### src/rtl/stopwatch_ctrl.sv
`default_nettype none
//============================================================================
// Module      : stopwatch_ctrl
// Description : Four-digit BCD stopwatch controller with run/pause/lap
//               modes, a lap-freeze display register and a sticky
//               overflow flag.
// Revision    : 1.0 - initial release
//----------------------------------------------------------------------------
// Ports
//   CK        in   1   clock, rising edge active
//   Clear     in   1   asynchronous active-high reset
//   Tick      in   1   time-base pulse; counts while in RUN or LAP
//   StartStop in   1   command pulse: start / stop
//   LapReset  in   1   command pulse: lap / resume / reset (from PAUSE)
//   Digits    out  16  live count, packed BCD {d3,d2,d1,d0}
//   Display   out  16  shown value, frozen while in LAP
//   State     out  2   IDLE=00, RUN=01, PAUSE=10, LAP=11
//   Ovf       out  1   sticky overflow flag
// Parameters
//   WRAP      1 = wrap 9999->0000, 0 = saturate at 9999
//============================================================================
module stopwatch_ctrl #(
    parameter int unsigned WRAP = 1
) (
    input  logic        CK,
    input  logic        Clear,
    input  logic        Tick,
    input  logic        StartStop,
    input  logic        LapReset,
    output logic [15:0] Digits,
    output logic [15:0] Display,
    output logic [1:0]  State,
    output logic        Ovf
);

    typedef enum logic [1:0] {
        S_IDLE  = 2'b00,
        S_RUN   = 2'b01,
        S_PAUSE = 2'b10,
        S_LAP   = 2'b11
    } state_t;

    state_t      r_state;
    logic [15:0] r_count;
    logic [15:0] r_display;
    logic        r_ovf;

    state_t      w_next_state;
    logic        w_count_en;
    logic [3:0]  w_max;        // digit i currently holds 9
    logic [3:0]  w_inc;        // digit i advances this cycle (all lower digits are 9)
    logic [15:0] w_incd;       // count + 1 in BCD, wrapping 9999 -> 0000
    logic        w_all_nines;
    logic [15:0] w_next_count;
    logic        w_ovf_hit;
    logic        w_to_idle;

    // Counting depends only on the pre-edge state, so a tick arriving with a
    // command is counted exactly when the machine was already RUN or LAP.
    assign w_count_en = Tick && ((r_state == S_RUN) || (r_state == S_LAP));

    // Single-edge BCD increment: each digit sees its carry-in combinationally
    // from the lower digits, so all digits update on the same clock edge.
    assign w_inc = {&w_max[2:0], &w_max[1:0], w_max[0], 1'b1};

    for (genvar i = 0; i < 4; i++) begin : g_digit
        assign w_max[i] = (r_count[i*4 +: 4] == 4'd9);
        assign w_incd[i*4 +: 4] = !w_inc[i] ? r_count[i*4 +: 4] :
                                  (w_max[i] ? 4'd0 : r_count[i*4 +: 4] + 4'd1);
    end

    assign w_all_nines = &w_max;
    assign w_ovf_hit   = w_count_en && w_all_nines;

    always_comb begin
        w_next_count = r_count;
        if (w_count_en) begin
            if (w_all_nines && (WRAP == 0)) begin
                w_next_count = r_count;
            end else begin
                w_next_count = w_incd;
            end
        end
    end

    // StartStop is tested first everywhere, giving it priority over LapReset.
    always_comb begin
        w_next_state = r_state;
        case (r_state)
            S_IDLE: begin
                if (StartStop) w_next_state = S_RUN;
            end
            S_RUN: begin
                if (StartStop)     w_next_state = S_PAUSE;
                else if (LapReset) w_next_state = S_LAP;
            end
            S_LAP: begin
                if (StartStop)     w_next_state = S_PAUSE;
                else if (LapReset) w_next_state = S_RUN;
            end
            S_PAUSE: begin
                if (StartStop)     w_next_state = S_RUN;
                else if (LapReset) w_next_state = S_IDLE;
            end
        endcase
    end

    assign w_to_idle = (r_state == S_PAUSE) && (w_next_state == S_IDLE);

    always_ff @(posedge CK or posedge Clear) begin
        if (Clear) begin
            r_state   <= S_IDLE;
            r_count   <= 16'h0000;
            r_display <= 16'h0000;
            r_ovf     <= 1'b0;
        end else begin
            r_state <= w_next_state;
            if (w_to_idle) begin
                r_count   <= 16'h0000;
                r_display <= 16'h0000;
                r_ovf     <= 1'b0;
            end else begin
                r_count <= w_next_count;
                r_ovf   <= r_ovf | w_ovf_hit;
                // Display freezes on the post-edge value of the LAP entry edge
                // and otherwise follows the post-edge count.
                if ((w_next_state != S_LAP) || (r_state != S_LAP)) begin
                    r_display <= w_next_count;
                end
            end
        end
    end

    assign Digits  = r_count;
    assign Display = r_display;
    assign State   = r_state;
    assign Ovf     = r_ovf;

endmodule
`default_nettype wire
### config.mk
export PLATFORM = sky130hd
export DESIGN_NAME = stopwatch_ctrl
export DESIGN_NICKNAME = d
export VERILOG_FILES = /design/src/rtl/stopwatch_ctrl.sv
export SDC_FILE = /design/constraint.sdc
export NUM_CORES = 1
export LEC_CHECK = 0
export CAP_MARGIN = 10
export CORE_ASPECT_RATIO = 1.4
export CORE_UTILIZATION = 45
export CTS_CLUSTER_SIZE = 16
export DETAILED_ROUTE_END_ITERATION = 10
export PLACE_DENSITY_LB_ADDON = 0.2
export SYNTH_ARGS = -nofsm -noshare
export SYNTH_HDL_FRONTEND = slang
export SYNTH_SLANG_ARGS = --single-unit
### constraint.sdc
create_clock -name CK -period 2.3 [get_ports CK]
set_input_delay 0.46 -clock CK [delete_from_list [all_inputs] [get_ports CK]]
set_output_delay 0.46 -clock CK [all_outputs]
set_load 0.005 [all_outputs]
Word-level counts from Yosys, hierarchy flattened
Cells that the tools add are included.
{ "totals": {"elab_cells": 49, "input_bits": 5, "output_inout_bits": 35, "ff_bits": 35} }
{ "op_classes": {"mux": 20, "n_addsub": 4, "bitwise_logic": 1, "n_eq_ne": 9, "n_reduce_logical": 11} }
{ "op_table": {"columns": ["cell", "n"], "rows": [
  ["16-bit 2-to-1 mux", 4],
  ["4-bit 2-to-1 mux", 7],
  ["4-bit by 1-bit adder with 4-bit output, second input constant", 4],
  ["4-bit equality test, second input constant", 4],
  ["2-bit 2-to-1 mux", 7],
  ["2-bit case mux with 4 select lines", 1],
  ["2-bit equality test, second input constant", 2],
  ["2-bit logical NOT", 2],
  ["2-bit != test, second input constant", 2],
  ["4-bit AND reduction", 1],
  ["1-bit logical AND", 3],
  ["3-bit AND reduction", 1],
  ["2-bit by 1-bit equality test with 1-bit output, second input constant", 1],
  ["1-bit logical OR", 2],
  ["2-bit AND reduction", 1],
  ["2-bit nonzero test", 1],
  ["1-bit 2-to-1 mux", 1],
  ["1-bit bitwise OR", 1]
]} }

Depth between registers and ports, before layout
Gate-level depths: netlist (run 1).
{ "logic_depth": {"ltp_word": 7, "ltp_mapped": 6, "mapped_depth_nobuf": 4} }

Worst setup path before layout (run 1)
No wires, ideal clock.
{ "synth_path": {"path_type": "flip-flop to flip-flop", "from": "register r_count[1], in the netlist Digits[1]", "to": "register r_display[15], in the netlist Display[15]", "required_time_ps": 2176, "setup_slack_ps": 642, "n_path_buf": 1, "stages_incl_launch_ff": 6, "arrival_ps": 1534, "path_cell_list": "dfrtp_1 buf_6 and4bb_1 nand4_4 mux2_1 a211o_1"} }
{ "synth_via": {"elab_chain_len": 6} }
{ "synth_lines": {"columns": ["element", "line_no", "source"], "rows": [
  ["start: declaration", "44", "logic [15:0] r_count;"],
  ["start signal: assignment", "123", "r_count <= w_next_count;"],
  ["4-bit equality test", "67", "assign w_max[i] = (r_count[i*4 +: 4] == 4'd9);"],
  ["3-bit AND reduction", "64", "assign w_inc = {&w_max[2:0], &w_max[1:0], w_max[0], 1'b1};"],
  ["4-bit 2-to-1 mux", "68", "assign w_incd[i*4 +: 4] = !w_inc[i] ? r_count[i*4 +: 4] :"],
  ["16-bit 2-to-1 mux", "77", "if (w_count_en) begin"],
  ["16-bit 2-to-1 mux", "127", "if ((w_next_state != S_LAP) || (r_state != S_LAP)) begin"],
  ["16-bit 2-to-1 mux", "118", "if (w_to_idle) begin"],
  ["end signal: assignment", "128", "r_display <= w_next_count;"],
  ["end: declaration", "45", "logic [15:0] r_display;"]
]} }
No other way between the ends. The select of a mux whose other input is x is not followed.
A chain may end at the register's enable or synchronous reset.

Worst setup path after layout (run 1)
{ "layout_path": {"from": "input StartStop", "to": "register r_display[3], in the netlist Display[3]"} }
{ "layout_via": {"elab_chain_len": 5} }
{ "layout_lines": {"columns": ["element", "line_no", "source"], "rows": [
  ["start: declaration", "28", "input logic StartStop,"],
  ["2-bit 2-to-1 mux (on tied branches)", null, null],
  ["2-bit case mux with 4 select lines (*)", "89", "case (r_state)"],
  ["2-bit != test / 2-bit logical NOT (equally long branches)", "127, 108", null],
  ["1-bit logical OR / 1-bit logical AND (equally long branches)", "127, 108", null],
  ["2-bit nonzero test (no source line) / 16-bit 2-to-1 mux (equally long branches)", null, null]
]} }
Mark *: on every way between the ends. The rest lies on a longest branch, timed or not.

==> summary.md, run 1 <==
| Metric | Value |
|---|---|
| Run status | complete, no violations |
| Place WS | ~0.16 ns |
| Dpl hpwl | roughly 2700 um |
| Root Buffer Master | clkbuf_8 |
| Worst VDD drop | 0.0005787 V |
| Synthesized instance count | between 150 and 200 |
| Met3 routed WL | 149 um |
| WL/cell | 15.39 um |
| ANT cells | 0 |
| Sequential Power Share | 46.0% |
| Multi-input logic area | 759.5 um^2 |
| Vias per cell | 5.599 |
| First-pass GRT wire length | 6444 um |
| Hold_buf cts | 0 |
| Setup violators final | 0 |
| Pwr dens | 874.7 mW/mm^2 |
| Area grow syn2layout | 30.26% |
| Post-synth EDFFs | 0 |
| Rows | 26 |
| Total grt overflow | 0 |
| CTS max path bufs | 2 |
| Worst-margin pin slew | 0.4519 ns |
| Clk_lat worst skew | 0.28 ns |
| Die width | 54.13 um |
| Post-synth cell types | 43 |
| Vias | 1411 |
| Hold Crit Class | flip-flop to flip-flop |
| Fill count | 320 |
| #FFs+latches synth | 35 |
| Most frequent cells in the layout | 39 x clkdlybuf4s50_1, 35 x dfrtp_1, 19 x nor2_1, 17 x nand2_1, 11 x o31ai_1 |
| RSZ-0062 raised after global routing | false |
| CP Launch Type | input port |
| Syn avg cell area | 10.19 um^2 |
| Overall Global Routing Usage | 22.49% |
| Post-layout nets | between 200 and 250 |
| Syn nets | 173 |
| Top FF cell, synth | dfrtp_1 |
| Clock-pin transition on the worst setup and hold timing paths | 0.06 ns |
| Critical path arrival | 2.04 ns |
| Max-Cap Viols | 0 |
| Starting Density | around 47% |
| Switching Share | approximately 32% |
| Largest net degree at the start of global routing | 36 |
| DR WL met2 | 1919 um |
| Max Fanout on Critical Path | 17 |
| Core area | 0.003643 mm^2 |
| # clock sinks | 35 |
| Initial antenna violation count | 0 |
| DR pass1 iterations | 4 |
| Design internal power | 1317 uW |
| Final hold violations | 0 |
| Max Fclk | roughly 540 MHz |
| Synthesized cell area | 0.001712 mm^2 |
| CTS tree | yes |
| Drt first-iter violations | 41 |
| Top Layer Used | met4 |
| Port Buffers | 39 |
| Min Tclk post-route | 1.867 ns |
| Final Cycle Share | 81.17% |
| Type of the worst setup path | input port to flip-flop |
| Post-cts sizing count | 0 |
| Psw | 633.2 uW |
| Share of cells above drive strength 1 | 9.524% |
| Comb power frac | 33.1% |
| GP Congestion | about 0.78 |
| # Post-CTS Setup Buffers | 0 |
| # IOs | 40 |
| Post-route setup slack | between 0.4 and 0.5 ns |
| Lkg Pwr | 0.001004 uW |
| Req. time, crit path | 2.47 ns |
| Final wirelength | 3878 um |
| Yosys warns | 0 |
| CTS Buf Count | 5 |
| Die H | 74.97 um |
| FFs w/ async S/R, synth | 100.0% |
| DRC | 0 |
| Clock share of power | 20.8% |
| Most common cell after layout, fill and taps aside | clkdlybuf4s50_1 |
| Worst Skew | 0.003212 ns |
| M1 WL | 1712 um |
| Slew margin rel. | 69.87% |
| FF+latch area | 875.8 um^2 |
| Final Max Tran Viols | 0 |
| Crit end category | flip-flop |
| CTS H-tree depth | 2 |
| Sequential share of the synthesized area | 51.17% |
| Setup TNS | 0 ns |
| Antenna-violating nets left | 0 |
| Vias in the first global route | 1375 |
| Die area | just over 0.004 mm^2 |
-- worst paths after layout --
path                       startpoint           to  slack, ns  depth (start not counted)
max                         StartStop   Display[3]       0.43                          6
min                        Display[8]   Display[8]       0.48                          2
max reg2reg                 Digits[6]  Display[15]       0.54                          4
min reg2reg                Display[8]   Display[8]       0.48                          2
max in group asynchronous       Clear   Digits[13]       1.40                          3
min in group asynchronous       Clear     State[0]       0.59                          3
-- critical path: stages --
cell	delay, ns
clkdlybuf4s50_1	0.47
and4bb_2	0.39
buf_4	0.24
a211oi_1	0.07
o211a_1	0.13
mux2_2	0.26
-- state kept, by name, summed over array words and instances, names as in the netlist --
signal,flops
Ovf,1
State,2
Display,16
Digits,16
-- per-stage QoR --
stage / cells / hold slack, ns / utilization (%) / total power [uW] / area (um^2)
2_1_floorplan: 168 / 0.4726 / - / 1206 / 1712
3_3_place_gp: 246 / 0.4641 / 59.20 / 1525 / 2157
3_5_place_dp: 246 / 0.4699 / 59.20 / 1552 / 2157
4_1_cts: 252 / 0.4854 / 61.20 / 1965 / 2230
5_1_grt: 252 / 0.5112 / 61.20 / 2067 / 2230
6_report: 252 / 0.4806 / 61.20 / 1950 / 2230
-- power groups by stage --
stage / Clock, uW / Combinational [uW] / Sequential, uW
final: 406 / 646 / 898
after global routing: 433 / 713 / 921
after CTS: 419 / 651 / 896
after detailed placement: 0 / 647 / 905
after global placement: 0 / 633 / 892
after floorplan: 0 / 334 / 872
-- per-layer routing --
metal,up-vias,track usage [%]
met5,-,0
met4,0,11.68
met3,9,5.657
met2,41,35.77
met1,677,27.64
li1,684,-
-- Yosys cell counts, types with 2 or more instances --
library cell / number / area share [%]
buf_1: 2 / 0.44
mux2i_1: 4 / 2.3
a21oi_1: 5 / 1.5
and4bb_2: 3 / 2.2
inv_1: 5 / 1.1
xnor2_1: 2 / 1.0
a22oi_1: 2 / 0.88
nor3b_1: 3 / 1.3
nor2b_1: 5 / 1.8
nand4_1: 3 / 1.1
o21ai_0: 6 / 1.8
nand4b_1: 2 / 1.0
clkbuf_1: 3 / 0.66
nand2_1: 17 / 3.7
buf_2: 4 / 1.2
o31ai_1: 11 / 4.8
xor2_1: 6 / 3.1
nor2_1: 19 / 4.2
dfrtp_1: 35 / 51
nand3_1: 8 / 2.3
-- cell type report --
class / count / share of cell area (%)
clock buffer: 6 / 3.255
inverter: 5 / 0.8418
sequential: 35 / 39.28
multi-input combinational: 117 / 34.06
timing repair buffer: 47 / 20.20
tap: 42 / 2.357
-- kinds of logic (layout without fill, tap and decap cells) --
logic type | after synthesis | in the layout | synth area share [%]
AO/OA/AOI/OAI | 32 | 32 | 12.94
XOR/XNOR | 8 | 8 | 4.094
flip-flops | 35 | 35 | 51.17
AND/OR/NAND/NOR | 71 | 71 | 23.69
multiplexers | 6 | 6 | 3.655
buffers and inverters | 16 | 58 | 4.459
Note: power is estimated with default switching activity, not from simulation.
==> run 2: changes to the inputs <==
- clock period: 2.3 -> 1.95 ns (I/O delays scaled with it)
==> summary.md, run 2 (synthesis gave the netlist of run 1 again) <==
| Metric | Value |
|---|---|
| Critical path arrival | 1.33 ns (was 2.04 ns) |
| Overall Global Routing Usage | 23.31% (was 22.49%) |
| Clock-pin transition on the worst setup and hold timing paths | 0.07 ns (was 0.06 ns) |
| Die width | 54.13 um (unchanged) |
| Drt first-iter violations | 50 (was 41) |
| Lkg Pwr | 0.001058 uW (was 0.001004 uW) |
| Largest net degree at the start of global routing | 36 (unchanged) |
| Vias | 1455 (was 1411) |
| Max-Cap Viols | 0 (unchanged) |
| Total Power | 2373 uW (was 1950 uW) |
| # Post-CTS Setup Buffers | 0 (unchanged) |
| Vias in the first global route | 1437 (was 1375) |
| RSZ-0062 raised after global routing | false (unchanged) |
| Design internal power | 1594 uW (was 1317 uW) |
| Type of the worst setup path | flip-flop to output port (was input port to flip-flop) |
| GP Congestion | 0.7638 (was 0.7750) |
| Cells along the critical path | clkdlybuf4s50_1 (was clkdlybuf4s50_1 -> and4bb_2 -> buf_4 -> a211oi_1 -> o211a_1 -> mux2_2) |
| Max Fanout on Critical Path | 8 (was 17) |
| CTS Buf Count | 5 (unchanged) |
| Initial antenna violation count | 0 (unchanged) |
| Hold Slack | 0.4817 ns (was 0.4806 ns) |
| WP buf/inv | 1 (was 2) |
| First-pass GRT wire length | 6734 um (was 6444 um) |
| Antenna-violating nets left | 0 (unchanged) |
| Post-layout nets | 225 (was 216) |
| CTS H-tree depth | 2 (unchanged) |
| Final wirelength | 4105 um (was 3878 um) |
| Vias per cell | 5.532 (was 5.599) |
| Crit end category | output port (was flip-flop) |
| Core area | 0.003643 mm^2 (unchanged) |
| Reg2Reg Depth | 4 (unchanged) |
| Instance count on the critical path | 1 (was 6) |
| CTS tree | yes (unchanged) |
| Comb power frac | 35.1% (was 33.1%) |
| GRT Max-Usage Layer | met2 (unchanged) |
| Psw | 778.9 uW (was 633.2 uW) |
| Min Tclk post-route | 1.715 ns |
| GR Layer Usage met2 | 38.48% (was 35.77%) |
| Core Util, Final | 63.36% (was 61.20%) |
| Dpl hpwl | 2984 um (was 2703 um) |
| Post-Layout Cell Count | 263 (was 252) |
| Die H | 74.97 um (unchanged) |
| Hold_buf cts | 0 (unchanged) |
| Final Cycle Share | 87.97% |
| # clock sinks | 35 (unchanged) |
| Worst Skew | 0.006206 ns (was 0.003212 ns) |
| CTS max path bufs | 2 (unchanged) |
| Critical Path Max Stage Delay | 0.55 ns (was 0.47 ns) |
| Most common cell after layout, fill and taps aside | clkdlybuf4s50_1 (unchanged) |
| Port Buffers | 39 (unchanged) |
| Switching Share | 32.83% (was 32.47%) |
| DR pass1 iterations | 4 (unchanged) |
| Req. time, crit path | 1.56 ns (was 2.47 ns) |
| Clock share of power | 21.2% (was 20.8%) |
| Pwr dens | 1028 mW/mm^2 (was 874.7 mW/mm^2) |
| Sequential Power Share | 43.7% (was 46.0%) |
| Clk_lat worst skew | 0.29 ns (was 0.28 ns) |
| DRC | 0 (unchanged) |
| Worst-margin pin slew | 0.4608 ns (was 0.4519 ns) |
| ANT cells | 0 (unchanged) |
| Area grow syn2layout | 34.87% (was 30.26%) |
| Final hold violations | 0 (unchanged) |
| Max Fclk | 582.9 MHz |
| Worst VDD drop | 0.0006555 V (was 0.0005787 V) |
| WL/cell | 15.61 um (was 15.39 um) |
| Slew margin rel. | 69.28% (was 69.87%) |
| Share of cells above drive strength 1 | 14.48% (was 9.524%) |
| Placed Cells | 255 (was 246) |
| Starting Density | 46.98% (unchanged) |
| Total grt overflow | 0 (unchanged) |
| Setup violators final | 0 (unchanged) |
| Run status | complete, no violations (unchanged) |
| Delay-heaviest family, CP | buffers and inverters (unchanged) |
| Grt met1 use | 29.12% (was 27.64%) |
| Met3 global-route usage | 5.455% (was 5.657%) |
| Rows | 26 (unchanged) |
| Hold path cells | 2 (unchanged) |
| Hold Crit Class | flip-flop to flip-flop (unchanged) |
| Die area | 0.004058 mm^2 (unchanged) |
| Root Buffer Master | clkbuf_8 (unchanged) |
| CP Launch Type | flip-flop (was input port) |
| # IOs | 40 (unchanged) |
| Most frequent cells in the layout | 39 x clkdlybuf4s50_1, 35 x dfrtp_1, 19 x nor2_1, 17 x nand2_1, 17 x buf_4 (was 39 x clkdlybuf4s50_1, 35 x dfrtp_1, 19 x nor2_1, 17 x nand2_1, 11 x o31ai_1) |
| Final Max Tran Viols | 0 (unchanged) |
| Critical-path top delay cell | clkdlybuf4s50_1 (unchanged) |
| Post-cts sizing count | 0 (unchanged) |
run 2: changes by cell type in the layout (fill, tap and decap cells not counted), sizes merged:
cell and delta:
buf +9, clkinv +3, clkbuf -1
run 2: layout make-up:
type	count	area, um^2
Inverter	5	18.77
Tap cell	42	52.55
Multi-Input combinational cell	117	759.5
Timing Repair Buffer	56	518.0
Fill cell	328	1335
Clock inverter	3	15.01
Clock buffer	5	68.82
Sequential cell	35	875.8
run 2: per-layer routing:
| metal | wire [um] | vias to the layer above | part of all wire (%) |
|---|---|---|---|
| li1 | - | 697 | - |
| met1 | 1748 | 710 | 43 |
| met2 | 2135 | 39 | 52 |
| met3 | 148 | 9 | 3.6 |
| met4 | 72 | 0 | 1.8 |
| met5 | 0 | - | 0 |
run 2: path summary, 6_finish.rpt:
kind | from | endpoint | slack [ns]
worst max-delay path | Digits[14] | Digits[14] | 0.23
worst min-delay path | Display[6] | Display[6] | 0.48
worst max register to register | Digits[6] | Display[15] | 0.24
worst min register to register | Display[6] | Display[6] | 0.48
max in group asynchronous | Clear | Digits[11] | 1.11
min in group asynchronous | Clear | Display[6] | 0.50
run 2: power by group through the flow:
stage | logic (uW) | clock network (uW) | registers, uW
floorplan | 394 | 0 | 1030
global placement | 810 | 0 | 1030
detailed placement | 835 | 0 | 1040
CTS | 842 | 516 | 1030
global route | 915 | 553 | 1060
finish | 834 | 503 | 1040
run 2: through the flow:
stage | instance area, um^2 | setup WS (ns) | setup TNS [ns]
after floorplan | 1712 | 0.2922 | 0
after global placement | 2225 | -0.005351 | -0.005351
after detailed placement | 2225 | -0.04540 | -0.09689
after CTS | 2308 | 0.2253 | 0
after global routing | 2308 | 0.1442 | 0
final | 2308 | 0.2345 | 0
run 2: worst reg2reg max path, stage by stage, from the launching register on:
cell and delay, ns:
dfrtp_1 0.43, and4bb_4 0.43, nand4_4 0.13, mux2_1 0.33, a211o_1 0.27
